$ cat src/rtl/busreq_ctrl_pkg.sv
// Shared types and defaults for the burst-request controller.
// Holds the per-channel state encoding and the default channel/length sizing.
package busreq_ctrl_pkg;

    localparam int NCH_DEF  = 3;
    localparam int LENW_DEF = 4;

    typedef enum logic [1:0] {
        IDLE = 2'd0,
        REQ  = 2'd1,
        XFER = 2'd2,
        DONE = 2'd3
    } chan_state_e;

    // A channel holds its request line while it is waiting for or moving data.
    function automatic logic is_active(input chan_state_e st);
        return (st == REQ) || (st == XFER);
    endfunction

endpackage

$ cat src/rtl/busreq_chan.sv
// One requester channel: burst FSM plus remaining-beat counter.
// Beat and err follow gnt within the cycle; all other outputs decode registered state.
module busreq_chan
    import busreq_ctrl_pkg::*;
#(
    parameter int LENW = LENW_DEF
) (
    input  logic            clk,
    input  logic            rst,
    input  logic            start,
    input  logic [LENW-1:0] len,
    input  logic            gnt,
    input  logic            multihot,
    output logic            req,
    output logic            beat,
    output logic            busy,
    output logic            done,
    output logic            err
);

    chan_state_e     state_r, state_s;
    logic [LENW-1:0] cnt_r, cnt_s;
    logic            beat_s, err_s;

    // Next-state, counter and grant-qualified outputs.
    always_comb begin
        state_s = state_r;
        cnt_s   = cnt_r;
        beat_s  = 1'b0;
        err_s   = 1'b0;
        case (state_r)
            IDLE: begin
                err_s = gnt;
                if (start) begin
                    cnt_s   = len;
                    state_s = REQ;
                end else begin
                    state_s = IDLE;
                end
            end
            REQ, XFER: begin
                // A multi-hot grant is a bus fault: nobody gets to count a beat.
                if (gnt && !multihot) begin
                    beat_s = 1'b1;
                    if (cnt_r == {LENW{1'b0}}) begin
                        state_s = DONE;
                    end else begin
                        cnt_s   = cnt_r - {{(LENW-1){1'b0}}, 1'b1};
                        state_s = XFER;
                    end
                end else begin
                    state_s = state_r;
                end
            end
            DONE: begin
                err_s   = gnt;
                state_s = IDLE;
            end
            default: begin
                state_s = IDLE;
                cnt_s   = {LENW{1'b0}};
            end
        endcase
    end

    // State and counter registers with synchronous reset.
    always_ff @(posedge clk) begin
        if (rst) begin
            state_r <= IDLE;
            cnt_r   <= {LENW{1'b0}};
        end else begin
            state_r <= state_s;
            cnt_r   <= cnt_s;
        end
    end

    assign req  = is_active(state_r);
    assign busy = is_active(state_r);
    assign done = (state_r == DONE);
    assign beat = beat_s;
    assign err  = err_s;

endmodule

$ cat src/rtl/busreq_ctrl.sv
// Burst-request controller: NCH independent channels sharing a fixed-priority bus.
// Adds the multi-hot grant check that suppresses beats and flags every granted channel.
module busreq_ctrl
    import busreq_ctrl_pkg::*;
#(
    parameter int NCH  = NCH_DEF,
    parameter int LENW = LENW_DEF
) (
    input  logic                clk,
    input  logic                rst,
    input  logic [NCH-1:0]      start,
    input  logic [NCH*LENW-1:0] len,
    input  logic [NCH-1:0]      gnt,
    output logic [NCH-1:0]      req,
    output logic [NCH-1:0]      beat,
    output logic [NCH-1:0]      busy,
    output logic [NCH-1:0]      done,
    output logic [NCH-1:0]      err
);

    logic           multihot_s;
    logic [NCH-1:0] chan_err_s;

    // More than one bit set iff clearing the lowest set bit leaves something.
    assign multihot_s = |(gnt & (gnt - {{(NCH-1){1'b0}}, 1'b1}));

    for (genvar i = 0; i < NCH; i++) begin : g_chan
        busreq_chan #(
            .LENW(LENW)
        ) u_chan (
            .clk     (clk),
            .rst     (rst),
            .start   (start[i]),
            .len     (len[i*LENW +: LENW]),
            .gnt     (gnt[i]),
            .multihot(multihot_s),
            .req     (req[i]),
            .beat    (beat[i]),
            .busy    (busy[i]),
            .done    (done[i]),
            .err     (chan_err_s[i])
        );
    end

    assign err = chan_err_s | (gnt & {NCH{multihot_s}});

endmodule

$ cat config.mk
export PLATFORM = sky130hd
export DESIGN_NAME = busreq_ctrl
export DESIGN_NICKNAME = d
export VERILOG_FILES = /design/src/rtl/busreq_ctrl_pkg.sv /design/src/rtl/busreq_chan.sv /design/src/rtl/busreq_ctrl.sv
export SDC_FILE = /design/constraint.sdc
export NUM_CORES = 1
export LEC_CHECK = 0
export BUFFER_PORTS_ARGS = -buffer_cell sky130_fd_sc_hd__clkbuf_2
export CAP_MARGIN = 10
export CORE_MARGIN = 8
export CORE_UTILIZATION = 50
export CTS_BUF_LIST = sky130_fd_sc_hd__clkbuf_16
export CTS_CLUSTER_SIZE = 14
export DETAILED_ROUTE_END_ITERATION = 8
export PLACE_DENSITY = 0.77
export SLEW_MARGIN = 0
export SYNTH_ARGS = -nofsm -noshare
export SYNTH_HDL_FRONTEND = slang
export SYNTH_HIERARCHICAL = 1
export SYNTH_SLANG_ARGS = --single-unit
$ cat constraint.sdc
create_clock -name clk -period 2.26 [get_ports clk]
set_clock_uncertainty 0.2 [all_clocks]
set_input_delay 0.339 -clock clk [delete_from_list [all_inputs] [get_ports clk]]
set_output_delay 0.339 -clock clk [all_outputs]
set_load 0.005 [all_outputs]
### After elaboration in Yosys (flattened, before gate mapping)

Cells that the tools add are included.

* latch bits: 0
* output and inout bits: 15
* input bits: 20
* RAM bits: 0
* ROM bits: 0
* logic and storage cells: 90
* memories: 0
* bits in registers: 18

* $lt $le $gt $ge: 0
* multiply operators: 0
* equal/unequal tests: 18
* shift operators: 0
* div/mod/pow operators: 0
* add/subtract/negate cells: 4
* reductions and logical operators: 26
* bitwise logic cells: 3
* mux-type cells: 33

Operators with widths (number)
* $mux 4: 9
* $pmux 4 s2: 3
* $pmux 2 s3: 3
* $mux 1: 15
* $eq 2x2->1 const B: 6
* $logic_not 4->1: 3
* $ne 2x2->1 const B: 6
* $reduce_and 4->1: 3
* $reduce_or 2->1: 6
* $sub 4x1->4 const B: 3
* $and 3x3->3: 2
* $eq 2x1->1 const B: 3
* $logic_not 2->1: 3
* $mux 2: 3
* $ne 2x1->1 const B: 3
* $reduce_bool 2->1: 3
* $logic_and 1x1->1: 3
* $logic_or 1x1->1: 3
* $or 3x3->3: 1
* $reduce_or 3->1: 1
* $sub 3x1->3 const B: 1
* $logic_not 1->1: 1

### Longest topological paths before layout

* depth in word-level cells: 7
* gate-level depth with buffers: 7
* gate-level depth less buffers: 6

### Hierarchy

The synthesis kept the hierarchy.

Modules (own cells, without submodules)
* busreq_chan: area each 411.6 um^2, cells each 47, sequential area each 120.1 um^2, times used 3
* busreq_ctrl: area each 45.0 um^2, cells each 8, sequential area each 0.0 um^2, times used 1

### Worst setup path before layout

No wires, ideal clock.

* kind: register to register
* start: reg g_chan[0].u_chan.state_r[0]
* end: reg g_chan[0].u_chan.cnt_r[0]
* clock period less this slack: 1903 ps
* stages on the path, launching flop included: 7
* slack: 357 ps
* required time: 1965 ps
* setup time: 95 ps
* buffers on the path: 0
* arrival: 1608 ps
* path through: dfxtp_1 inv_1 ha_1 nor4bb_4 a211oi_2 o21ai_1 a221oi_1

* cells in the longest elaborated chain, start to end: 4
* elaborated cells between the ends (all ways): 10
* classes of those cells: 5 x eq/ne; 1 x mux; 4 x reduce/logical

RTL lines
* start, declared: RTL line busreq_chan.sv:21 `chan_state_e state_r, state_s;`
* start signal, assigned: RTL line busreq_chan.sv:72 `state_r <= state_s;`
* $eq 2x2->1 or $eq 2x1->1 (tied branches): RTL line busreq_chan.sv:31 `case (state_r)`
* $reduce_or 2->1: RTL line busreq_chan.sv:31
* $ne 2x1->1 (no source line) (tied with other cells)
* $reduce_and 4->1 (no source line)
* end signal, assigned: RTL line busreq_chan.sv:70 `cnt_r <= {LENW{1'b0}};`
* end signal, assigned: RTL line busreq_chan.sv:73 `cnt_r <= cnt_s;`
* end, declared: RTL line busreq_chan.sv:22 `logic [LENW-1:0] cnt_r, cnt_s;`

Parallel ways exist; a longest one is shown, timed or not.
A chain may end at the register's enable or synchronous reset.

### Final worst setup path

* start: reg g_chan[2].u_chan.state_r[0]
* end: out beat[2]

* cells in the longest elaborated chain, start to end: 3
* elaborated cells between the ends (all ways): 4
* classes of those cells: 2 x eq/ne; 1 x mux; 1 x reduce/logical

RTL lines
* start, declared: RTL line busreq_chan.sv:21
* start signal, assigned: RTL line busreq_chan.sv:72
* $eq 2x2->1 or $eq 2x1->1 (tied branches): RTL line busreq_chan.sv:31
* $reduce_or 2->1 (*): RTL line busreq_chan.sv:31
* $mux 1 (*): RTL line busreq_chan.sv:31
* end, declared: RTL line busreq_ctrl.sv:15 `output logic [NCH-1:0] beat,`

Every way passes the cells marked *; elsewhere a longest branch is shown, timed or not.

==> flow_metrics.py <==
metrics = {
    "status": {
        "status": "finished clean",
    },
    "cells_and_area": {
        "drive_gt1_share_pct": 27.2,
        "layout_common_cells": "clkbuf_2 (34), nor2_1 (18), dfxtp_1 (18), inv_1 (15)",
        "layout_commonest_cell": "clkbuf_2",
        "final-seq-area_sq_um": 360,
        "area_growth_pct": 21.5,
        "n_fill_cell": 214,
        "fin_area_sq_mm": 0.00156,
        "multiInputGateArea_sq_um": 818,
        "antenna_cells": 0,
        "nNetsFinal": 217,
    },
    "route": {
        "drtAntennaViolNets": 0,
        "wirelength_microns": 2910,
        "firstDrtPassIters": 4,
        "vias": 1183,
        "wl_per_cell_microns": 13.6,
        "drt_iter0_markers": 60,
        "viasPerCell": 5.53,
        "route.detailed.drc": 0,
    },
    "critical_path": {
        "crit_type": "reg -> out",
        "cp.arrival_ns": 1.56,
        "path_cells": "inv_1 > ha_1 > buf_4 > inv_2 > nor2_1 > clkbuf_2",
        "worst-path-buf-inv": 4,
        "startpoint_type": "flip-flop",
        "cp-end-kind": "output pin",
        "required_ns": 1.72,
        "crit_family": "buffers and inverters",
        "path_max_fanout": 12,
        "critPathMaxStageDelay_ns": 0.36,
        "cpMaxStageDelayCell": "ha_1",
    },
    "sta": {
        "relSlewSlack_pct": 73.5,
        "fmax_mhz": 476,
        "setup_viol": 0,
        "period_minus_slack_ns": 2.10,
        "layout_setup_ws_ns": 0.157,
        "fin_tns_setup_ns": 0,
        "fin_crit_sh_pct": 93.1,
        "rsz0062_at_grt": "false",
        "drv_slew": 0,
        "hold_violations": 0,
        "worstMarginPinSlew_ns": 0.396,
        "holdWs_ns": 0.235,
    },
    "power_and_ir_drop": {
        "cellLeakagePower_nw": 0.719,
        "ir_drop_mv": 0.568,
        "total_power_mw": 1.41,
        "p_per_area_mw_per_mm2": 906,
    },
    "yosys": {
        "ys_seq_area_share_pct": 28.2,
        "syn_inst": 149,
        "syn_area_sq_mm": 0.00128,
        "yosys_warnings": 6,
        "synthTopCellsByArea": "dfxtp_1 (28%), ha_1 (12%), mux2i_1 (9.4%), nor4bb_4 (5.9%), nor2_1 (5.3%)",
        "ys_ff_latch": 18,
        "yosysUniqueCellTypes": 23,
        "syn_area_per_cell_sq_um": 8.59,
        "post-synth-top-area-cell": "dfxtp_1",
        "synth.net_count": 181,
        "synth.top_cell.area_share_pct": 28.2,
    },
    "place": {
        "io_buffers": 34,
        "gp_congestion": 0.776,
        "dp_hpwl_microns": 2340,
        "postPlaceCellArea_sq_mm": 0.00148,
        "dp_slack_ns": 0.118,
    },
    "clocking": {
        "cts_resized": 0,
        "cts_sinks": 18,
        "hold_buffers": 0,
        "clk_latency_ns": 0.24,
        "clk_path_buf_depth": 2,
        "root_buffer": "clkbuf_16",
        "htreeDepth": 1,
        "numCtsBuffers": 3,
        "cts_tree": "built",
        "cts_setup_buffers": 0,
        "path_clk_slew_ns": 0.05,
    },
    "grt": {
        "top_usage_layer": "met2",
        "track_usage_pct": 13.4,
        "overflow": 0,
        "grt_pass1_wl_microns": 4830,
        "use_met2_pct": 24.4,
        "grt_util_met1_pct": 15.2,
        "grtUsageMet3_pct": 2.18,
        "grt_max_degree": 19,
        "first_global_vias": 1145,
        "antenna_found_initial": 0,
    },
    "min_path": {
        "hold_class": "in -> reg",
    },
    "floorplanning": {
        "fp.dieArea_sq_mm": 0.00443,
        "io_pins": 35,
        "placement_rows": 18,
        "die_h_microns": 66.6,
        "core-area_sq_mm": 0.00245,
        "fp.dieW_microns": 66.6,
        "start_util_pct": 52.1,
    },
    "job": {
        "drv_cap": 0,
    },
}
-- cells in the mapped netlist, drive strengths merged --
library cell	count
a221oi	6
ha	12
a311oi	3
mux2i	12
or4	3
clkbuf	3
nand3	3
buf	3
o31ai	3
a21oi	9
inv	18
o21ai	12
nor2b	3
nand2	5
a211oi	9
dfxtp	18
nor2	18
nor4bb	3
nand2b	6
-- flip-flops by register name (all words and copies together) (netlist names) --
| register | flops |
|---|---|
| g_chan.u_chan/cnt_r | 12 |
| g_chan.u_chan/state_r | 6 |
-- metal layers --
layer | part of all wire, % | up-vias
li1 | - | 604
met1 | 42 | 548
met2 | 52 | 27
met3 | 4.9 | 4
met4 | 0.93 | 0
met5 | 0 | -
-- worst reg2reg max path: stages (launching register included) --
cell	delay, ns
dfxtp_1	0.36
inv_1	0.06
ha_1	0.37
buf_4	0.21
a211oi_2	0.37
o21ai_1	0.13
a221oi_1	0.30
-- power by group --
part           switching (mW)  internal (mW)
Clock                   0.113          0.235
Sequential             0.0749          0.383
Combinational           0.311          0.292
Total                   0.498          0.910
-- cell families after synthesis --
group | share of synthesized area (%)
multiplexers | 9.38
AO/OA/AOI/OAI | 22.9
buffers and inverters | 7.92
flip-flops | 28.2
adder cells (fa/ha/maj) | 11.7
AND/OR/NAND/NOR | 19.9
-- area by class of cell --
type | instances | share of cell area, %
Timing Repair Buffer | 37 | 12.4
Clock buffer | 3 | 4.83
Inverter | 18 | 4.34
Multi-Input combinational cell | 107 | 52.6
Clock inverter | 1 | 0.241
Sequential cell | 18 | 23.2
Tap cell | 30 | 2.41
-- final timing paths --
kind	cells past startpoint	to	slack, ns	start
hold / removal	3	g_chan[1].u_chan/cnt_r[0]	0.24	len[4]
hold reg to reg	2	g_chan[1].u_chan/state_r[1]	0.29	g_chan[1].u_chan/state_r[1]
setup / recovery	6	beat[2]	0.16	g_chan[2].u_chan/state_r[0]
setup reg to reg	6	g_chan[0].u_chan/cnt_r[0]	0.17	g_chan[0].u_chan/state_r[0]
-- stage by stage --
step | instances | utilization [%]
after detailed placement | 210 | 60.1
after CTS | 214 | 63.4
after global routing | 214 | 63.4
final | 214 | 63.4
after floorplan | 149 | -
after global placement | 210 | 60.1
Power figures use the tool's default switching activity.
